### src/rtl/cache_fill_arbiter.sv
// Arbitrates I-/D-cache miss fills: issues 8 word reads per 16-byte block and
// routes returned words to the granted cache. Define FILL_RR_EN for round-robin arbitration.
module cache_fill_arbiter (
  input  logic        clk,
  input  logic        rst,
  input  logic        imiss_req,
  input  logic [15:0] imiss_addr,
  input  logic        dmiss_req,
  input  logic [15:0] dmiss_addr,
  output logic        mem_en,
  output logic [15:0] mem_addr,
  input  logic        mem_data_valid,
  input  logic [15:0] mem_data,
  output logic        fill_we,
  output logic        fill_sel,
  output logic [2:0]  fill_idx,
  output logic [15:0] fill_data,
  output logic        ifill_done,
  output logic        dfill_done,
  output logic        busy
);

  typedef enum logic [1:0] {IDLE, ISSUE, WAIT, DONE} state_e;

  state_e      state_q;
  logic        fill_sel_q;
  logic [2:0]  issue_cnt_q;
  logic [2:0]  recv_cnt_q;
  logic        mem_en_q;
  logic [15:0] mem_addr_q;
  logic        ifill_done_q;
  logic        dfill_done_q;

  logic        grant_d;
  logic [15:0] grant_base;
  logic        accept;
  logic        last_word;

`ifdef FILL_RR_EN
  logic        prefer_d_q;

  assign grant_d = dmiss_req && (!imiss_req || prefer_d_q);
`else
  assign grant_d = dmiss_req;
`endif

  assign grant_base = (grant_d ? dmiss_addr : imiss_addr) & 16'hFFF0;

  // Returned words are only meaningful while a fill is in flight.
  assign accept    = mem_data_valid && ((state_q == ISSUE) || (state_q == WAIT));
  assign last_word = accept && (recv_cnt_q == 3'd7);

  // NOTE: one clocked block with non-blocking assignments only; the async
  // reset clears every register so outputs fall to idle values immediately.
  always_ff @(posedge clk or posedge rst) begin
    if (rst) begin
      state_q      <= IDLE;
      fill_sel_q   <= 1'b0;
      issue_cnt_q  <= 3'd0;
      recv_cnt_q   <= 3'd0;
      mem_en_q     <= 1'b0;
      mem_addr_q   <= 16'h0000;
      ifill_done_q <= 1'b0;
      dfill_done_q <= 1'b0;
`ifdef FILL_RR_EN
      prefer_d_q   <= 1'b1;
`endif
    end else begin
      case (state_q)
        IDLE: begin
          if (imiss_req || dmiss_req) begin
            state_q     <= ISSUE;
            fill_sel_q  <= grant_d;
            issue_cnt_q <= 3'd0;
            recv_cnt_q  <= 3'd0;
            mem_en_q    <= 1'b1;
            mem_addr_q  <= grant_base;
`ifdef FILL_RR_EN
            prefer_d_q  <= !grant_d;
`endif
          end
        end
        ISSUE: begin
          issue_cnt_q <= issue_cnt_q + 3'd1;
          if (accept) recv_cnt_q <= recv_cnt_q + 3'd1;
          if (issue_cnt_q == 3'd7) begin
            mem_en_q   <= 1'b0;
            mem_addr_q <= 16'h0000;
          end else begin
            // Base is block aligned, so stepping by 2 never leaves the block.
            mem_addr_q <= mem_addr_q + 16'd2;
          end
          if (last_word) begin
            state_q      <= DONE;
            ifill_done_q <= !fill_sel_q;
            dfill_done_q <= fill_sel_q;
          end else if (issue_cnt_q == 3'd7) begin
            state_q <= WAIT;
          end
        end
        WAIT: begin
          if (accept) recv_cnt_q <= recv_cnt_q + 3'd1;
          if (last_word) begin
            state_q      <= DONE;
            ifill_done_q <= !fill_sel_q;
            dfill_done_q <= fill_sel_q;
          end
        end
        DONE: begin
          state_q      <= IDLE;
          ifill_done_q <= 1'b0;
          dfill_done_q <= 1'b0;
        end
        default: state_q <= IDLE;
      endcase
    end
  end

  assign mem_en     = mem_en_q;
  assign mem_addr   = mem_addr_q;
  assign fill_we    = accept;
  assign fill_sel   = fill_sel_q;
  assign fill_idx   = recv_cnt_q;
  assign fill_data  = mem_data;
  assign ifill_done = ifill_done_q;
  assign dfill_done = dfill_done_q;
  assign busy       = (state_q != IDLE);

endmodule

### config.mk
export PLATFORM = sky130hd
export DESIGN_NAME = cache_fill_arbiter
export DESIGN_NICKNAME = d
export VERILOG_FILES = /design/src/rtl/cache_fill_arbiter.sv
export SDC_FILE = /design/constraint.sdc
export NUM_CORES = 1
export LEC_CHECK = 0
export BUFFER_PORTS_ARGS = -buffer_cell sky130_fd_sc_hd__buf_2
export CAP_MARGIN = 40
export CORE_MARGIN = 2
export CORE_UTILIZATION = 47
export CTS_CLUSTER_SIZE = 40
export DETAILED_ROUTE_END_ITERATION = 16
export MAX_ROUTING_LAYER = met4
export PLACE_DENSITY = 0.82
export SLEW_MARGIN = 20
export SYNTH_ARGS = -nofsm -noshare
export SYNTH_HDL_FRONTEND = slang
export SYNTH_SLANG_ARGS = --single-unit
### constraint.sdc
create_clock -name clk -period 5.08 [get_ports clk]
set_clock_uncertainty 0.2 [all_clocks]
set_input_delay 0 -clock clk [delete_from_list [all_inputs] [get_ports clk]]
set_output_delay 0 -clock clk [all_outputs]
set_load 0.005 [all_outputs]
==> run metrics, run 1 <==
Pre-antenna DRT Iters=5; Synth async-reset ratio=100%; Final Cycle Share=about half; final wirelength=4.76 mm; CTS tree=done; PostCTS Resize Cnt=0; worst vdd ir=approximately 0.26 mV; Hold/Removal Path Class=primary input to flop; YS warnings=0; # fillers=336; Final Util=63.4%; core box area=3940 sq um; crit-path max cell delay=just over 0.6 ns; Arrival @ worst endpoint=2.49 ns; Leak=1.20 nW; initial core utilization=48.4%; worst setup path start=state_q[1]; Clock transition at path regs=0.10 ns; final setup TNS=0 ns; beginning of the worst register-to-register path=state_q[1]; pwr dens=474 nW/um^2; FMAX=406 MHz; Worst Path Max Fanout=19; drc violations=0; GRT Resource Usage Total=21.9%; share of layout cells above drive strength 1=25.1%; Max-Cap Viols=0; Syn Nets=279; Worst Setup End Kind=flop; synth top area cells=dfrtp_1, buf_4, o21ai_1, ha_1, mux2i_1; register area share after synthesis=35.4%; Worst-Margin Slew=0.703 ns; crit path cell chain=inv_1 > ha_1 > and2b_1 > nand2_1 > nor4_1 > a21oi_1 > nand2_1; H-tree depth=1; antenna cells=0; TritonCTS Sinks=27; Most common cell on crit path=nand2_1; Detailed Place HPWL=roughly 3.2 mm; Tot Pwr=between 0.001 and 0.0015 W; initial antenna violation count=0; Clock Tree Root=clkbuf_8; number of synthesized flops with an enable pin=0; cell taking the most area after synthesis=dfrtp_1; Cells after Synth=216; Die Ht=just under 70 microns; Vias/cell=5.57; Slew Viols, Final=0; type of origin of the critical path=flop; Routed wire per std cell=14.3 microns; final-stage net count=347; routability cong.=0.836; status=finished, final reports clean; hold_sp=imiss_addr[8]; Site Rows=23; Period minus WS final=about 2.5 ns; Die X=67.7 microns; synthesized flop and latch total=27; Port Buffer Count=52; ys flop type=dfrtp_1; Top Ports=94; GR Overflow Total=0; Syn Area/Cell=8.83 sq um; # setup viols final=0; vias in the first global route=1,682; worst skew pair latency=0.28 ns; slew margin rel.=53.1%; CTS Hold Buffers Added=37; Synth cell types=44; final hold vios=0; Routed Antenna Nets=0; pin count of the biggest net entering global routing=20; required time of the critical path=a little over 5 ns; vias=roughly 1,900; die area=4580 sq um; Synth Cell Area=1910 sq um; Slowest-stage cell, CP=ha_1; drt initial violations=90; global-route wire length before repair=7.49 mm; top-area cell type share of the netlist area=35.4%; CTS Buf Count=3; Area Overhead vs Synth=31.1%; clk buf depth=2; Post-CTS Setup Bufs=0; RSZ-0062 raised after global routing=false; critical setup path kind=flop to flop
-- worst max-delay path, delay by kind of cell, from the launching register on --
kind / cells / cell delay [ns]
flip-flops: 1 / 0.44
AO/OA/AOI/OAI: 1 / 0.07
AND/OR/NAND/NOR: 4 / 0.97
adder cells (fa/ha/maj): 1 / 0.62
buffers and inverters: 1 / 0.12
-- synthesized netlist by cell type, drive strengths merged (2+ instances only) --
cell type and number:
a32o 2, nor3 2, ha 10, clkbuf 2, nand2b 4, a22o 4, inv 7, o32a 5
and3 2, mux2i 8, mux2 5, a31oi 4, o21ai 29, a21oi 13, and2 2, buf 26
nand2 20, dfrtp 27, nand3 13, nor2 16, a32oi 2
-- per-stage QoR --
stage | hold WS, ns | cells | area [sq um] | setup WS (ns)
2_1_floorplan | -0.147 | 216 | 1910 | 3.01
3_3_place_gp | -0.200 | 290 | 2040 | 2.58
3_5_place_dp | -0.200 | 292 | 2080 | 2.66
4_1_cts | 0.00861 | 333 | 2500 | 2.64
5_1_grt | 0.0569 | 333 | 2500 | 2.37
6_report | 0.00740 | 333 | 2500 | 2.61
-- sequential cells by signal (all words and copies together) (netlist names) --
register,count
dfill_done,1
fill_sel,1
fill_idx,3
mem_en,1
state_q,2
issue_cnt_q,3
ifill_done,1
mem_addr,15
-- layer usage --
layer	global-route usage [%]	up-vias	wire length, microns
met5	-	-	0
met4	7.65	0	80
met3	1.33	8	292
met2	36.9	80	2410
met1	27.8	869	1970
li1	-	897	-
-- path summary, 6_finish.rpt --
check,to,slack (ns),cells after the start
max in group asynchronous,state_q[0],4.11,4
setup reg to reg,mem_addr[6],2.61,7
hold reg to reg,issue_cnt_q[0],0.31,1
setup / recovery,mem_addr[6],2.61,7
hold / removal,mem_addr[8],0.007,4
min in group asynchronous,mem_addr[4],0.10,3
-- layout by cell type (no fill, tap or decap), drive strengths merged, types with 2 or more instances in the layout --
cell type | netlist | final
and3 | 2 | 2
nand2b | 4 | 4
a32o | 2 | 2
ha | 10 | 10
clkbuf | 2 | 3
buf | 26 | 54
nand2 | 20 | 20
dlygate4sd3 | 0 | 37
o32a | 5 | 5
nand3 | 13 | 13
o21ai | 29 | 29
nor3 | 2 | 2
mux2 | 5 | 5
a21oi | 13 | 13
a31oi | 4 | 4
inv | 7 | 7
dfrtp | 27 | 27
a22o | 4 | 4
mux2i | 8 | 8
and2 | 2 | 2
nor2 | 16 | 16
a32oi | 2 | 2
-- area by class of cell --
cell class / count / area (sq um) / share of cell area (%)
clock buffers: 3 / 41.3 / 1.65
clock inverters: 1 / 7.51 / 0.300
inverters: 7 / 26.3 / 1.05
multi-input cells: 154 / 1020 / 40.7
flip-flops and latches: 27 / 676 / 27.0
well taps: 50 / 62.6 / 2.50
repair buffers: 91 / 669 / 26.8
-- cells by family (layout without fill, tap and decap cells) --
family,Yosys count,after routing,share of synthesized area (%)
and+or+nand+nor,65,65,17.6
other,1,1,0.197
AOI/OAI and AO/OA,65,65,21.9
adders and majority gates,10,10,6.56
muxes,13,13,7.15
DFF,27,27,35.4
buffers and inverters,35,102,11.2
-- where the power goes --
group	switching [W]	internal [W]	total, W
logic	0.000354	0.000295	0.000648
clock network	0.0000723	0.0000558	0.000128
registers	0.000102	0.000307	0.000409
Note: power is estimated with default switching activity, not from simulation.
==> run 2, diff against run 1 <==
- CORE_UTILIZATION: 47 -> 46
- PLACE_DENSITY: 0.82 -> 0.8
- clock period: 5.08 -> 2.45 ns (I/O delays scaled with it)
==> run metrics, run 2 (same netlist as run 1, synthesis figures left out) <==
dpl cell area=2080 sq um; routability cong.=about 0.8; CTS Buf Count=3; PostCTS Resize Cnt=0; beginning of the worst register-to-register path=state_q[0]; reg2reg path depth=7; Worst Hold Depth=4; Max-Cap Viols=0; RSZ-0062 raised after global routing=false; NetSw=~0.0011 W; Port Buffer Count=52; die area=4680 sq um; Worst Path Max Fanout=15; Post-CTS Setup Bufs=0; Leak=1.21 nW; required time of the critical path=2.43 ns; share of layout cells above drive strength 1=25.3%; Top Ports=94; final setup TNS=0 ns; Arrival @ worst endpoint=between 2 and 2.5 ns; drc violations=0; Routed wire per std cell=roughly 14 microns; Vias/cell=5.65; Die Ht=roughly 68 microns; GRT Resource Usage Total=a little under a quarter; most common cell after layout, fill and taps aside=buf_2; clk buf depth=2; worst skew pair latency=between 0.2 and 0.3 ns; type of origin of the critical path=flop; initial antenna violation count=0; Worst Setup End Kind=flop; internal power=0.00138 W; hold_sp=dmiss_addr[10]; Detailed Place HPWL=3.21 mm; Area Overhead vs Synth=31.9%; Net Sw Frac=between 40% and 50%; final hold vios=0; RR Endpoint=mem_addr[5]; Slew Viols, Final=0; Clock Tree Root=clkbuf_8; initial core utilization=47.7%; antenna cells=0; # fillers=approximately 360; worst vdd ir=0.526 mV; final-stage net count=between 300 and 400; Clock transition at path regs=0.09 ns; H-tree depth=1; drt initial violations=126; post-route cell area=2510 sq um; pin count of the biggest net entering global routing=28; Routed Antenna Nets=0; CTS Hold Buffers Added=39; final wirelength=about 5 mm; pwr dens=slightly below 1000 nW/um^2; CTS tree=done; global-route wire length before repair=7.78 mm; Final Cycle Share=approximately nine tenths; combinational share of power=55.0%; critical setup path kind=flop to flop; vias=approximately 1,900; hold-critical path endpoint=mem_addr[10]; # setup viols final=0; GR Overflow Total=0; Hold/Removal Path Class=primary input to flop; Fin Hold WS=about 0.021 ns; Die X=around 68 microns; vias in the first global route=around 1,700; Pre-antenna DRT Iters=4; clock power share=10.5%; FMAX=462 MHz; highest-count cells in the layout ignoring fill and taps=buf_2, dlygate4sd3_1, dfrtp_1; Flop pwr share=34.5%; Period minus WS final=2.17 ns; max reg flops=15; Reg2Reg Setup Slack=0.28 ns; core box area=4000 sq um; TritonCTS Sinks=27; status=finished, final reports clean; Site Rows=23
[run 2: changes by cell type in the layout (fill, tap and decap cells not counted), sizes merged]
cell and delta:
dlygate4sd3 +2, clkbuf +1, buf +3, clkinvlp -1
[run 2: layer usage]
layer | track usage (%) | share of wire, %
met2 | 36.3 | 50
met1 | 29.0 | 44
met5 | - | 0
met4 | 9.25 | 2.1
met3 | 1.97 | 4.7
[run 2: how the worst max path moves through the flow]
stage | startpoint | end | slack [ns] | cells past startpoint
after floorplan | state_q[0] | state_q[1] | 0.38 | 7
after global placement | state_q[0] | mem_addr[5] | 0.35 | 7
after detailed placement | state_q[0] | mem_addr[5] | 0.32 | 7
after CTS | state_q[0] | mem_addr[5] | 0.28 | 7
after global routing | state_q[0] | mem_addr[5] | 0.14 | 7
final | state_q[0] | mem_addr[5] | 0.28 | 7
[run 2: final cells by class]
class                   instances  area [sq um]  share of cell area [%]
well taps                      50          62.6                    2.49
inverters                       7          26.3                    1.04
flip-flops and latches         27           676                    26.9
clock buffers                   4          45.0                    1.79
repair buffers                 96           688                    27.4
multi-input cells             154          1020                    40.4
[run 2: power groups by stage]
| stage | clock, W | sequential, W | combinational, W |
|---|---|---|---|
| finish | 0.000260 | 0.000856 | 0.00137 |
| global route | 0.000285 | 0.000889 | 0.00154 |
| CTS | 0.000272 | 0.000849 | 0.00136 |
| detailed placement | 0 | 0.000858 | 0.00130 |
| global placement | 0 | 0.000843 | 0.00125 |
| floorplan | 0 | 0.000829 | 0.000916 |
[run 2: metrics by stage]
stage / utilization (%) / worst slack, ns / std cells / total power (W)
floorplan: - / 0.379 / 216 / 0.00174
detailed placement: 52.0 / 0.317 / 295 / 0.00215
global placement: 52.0 / 0.345 / 295 / 0.00210
global route: 62.9 / 0.143 / 338 / 0.00272
CTS: 62.9 / 0.282 / 338 / 0.00248
finish: 62.9 / 0.284 / 338 / 0.00248
[run 2: critical path, stage by stage, from the launching register on]
cell	delay, ns
dfrtp_1	0.44
inv_1	0.12
ha_1	0.17
or3b_4	0.47
o21ai_2	0.21
buf_4	0.28
o21ai_1	0.09
o311ai_1	0.08
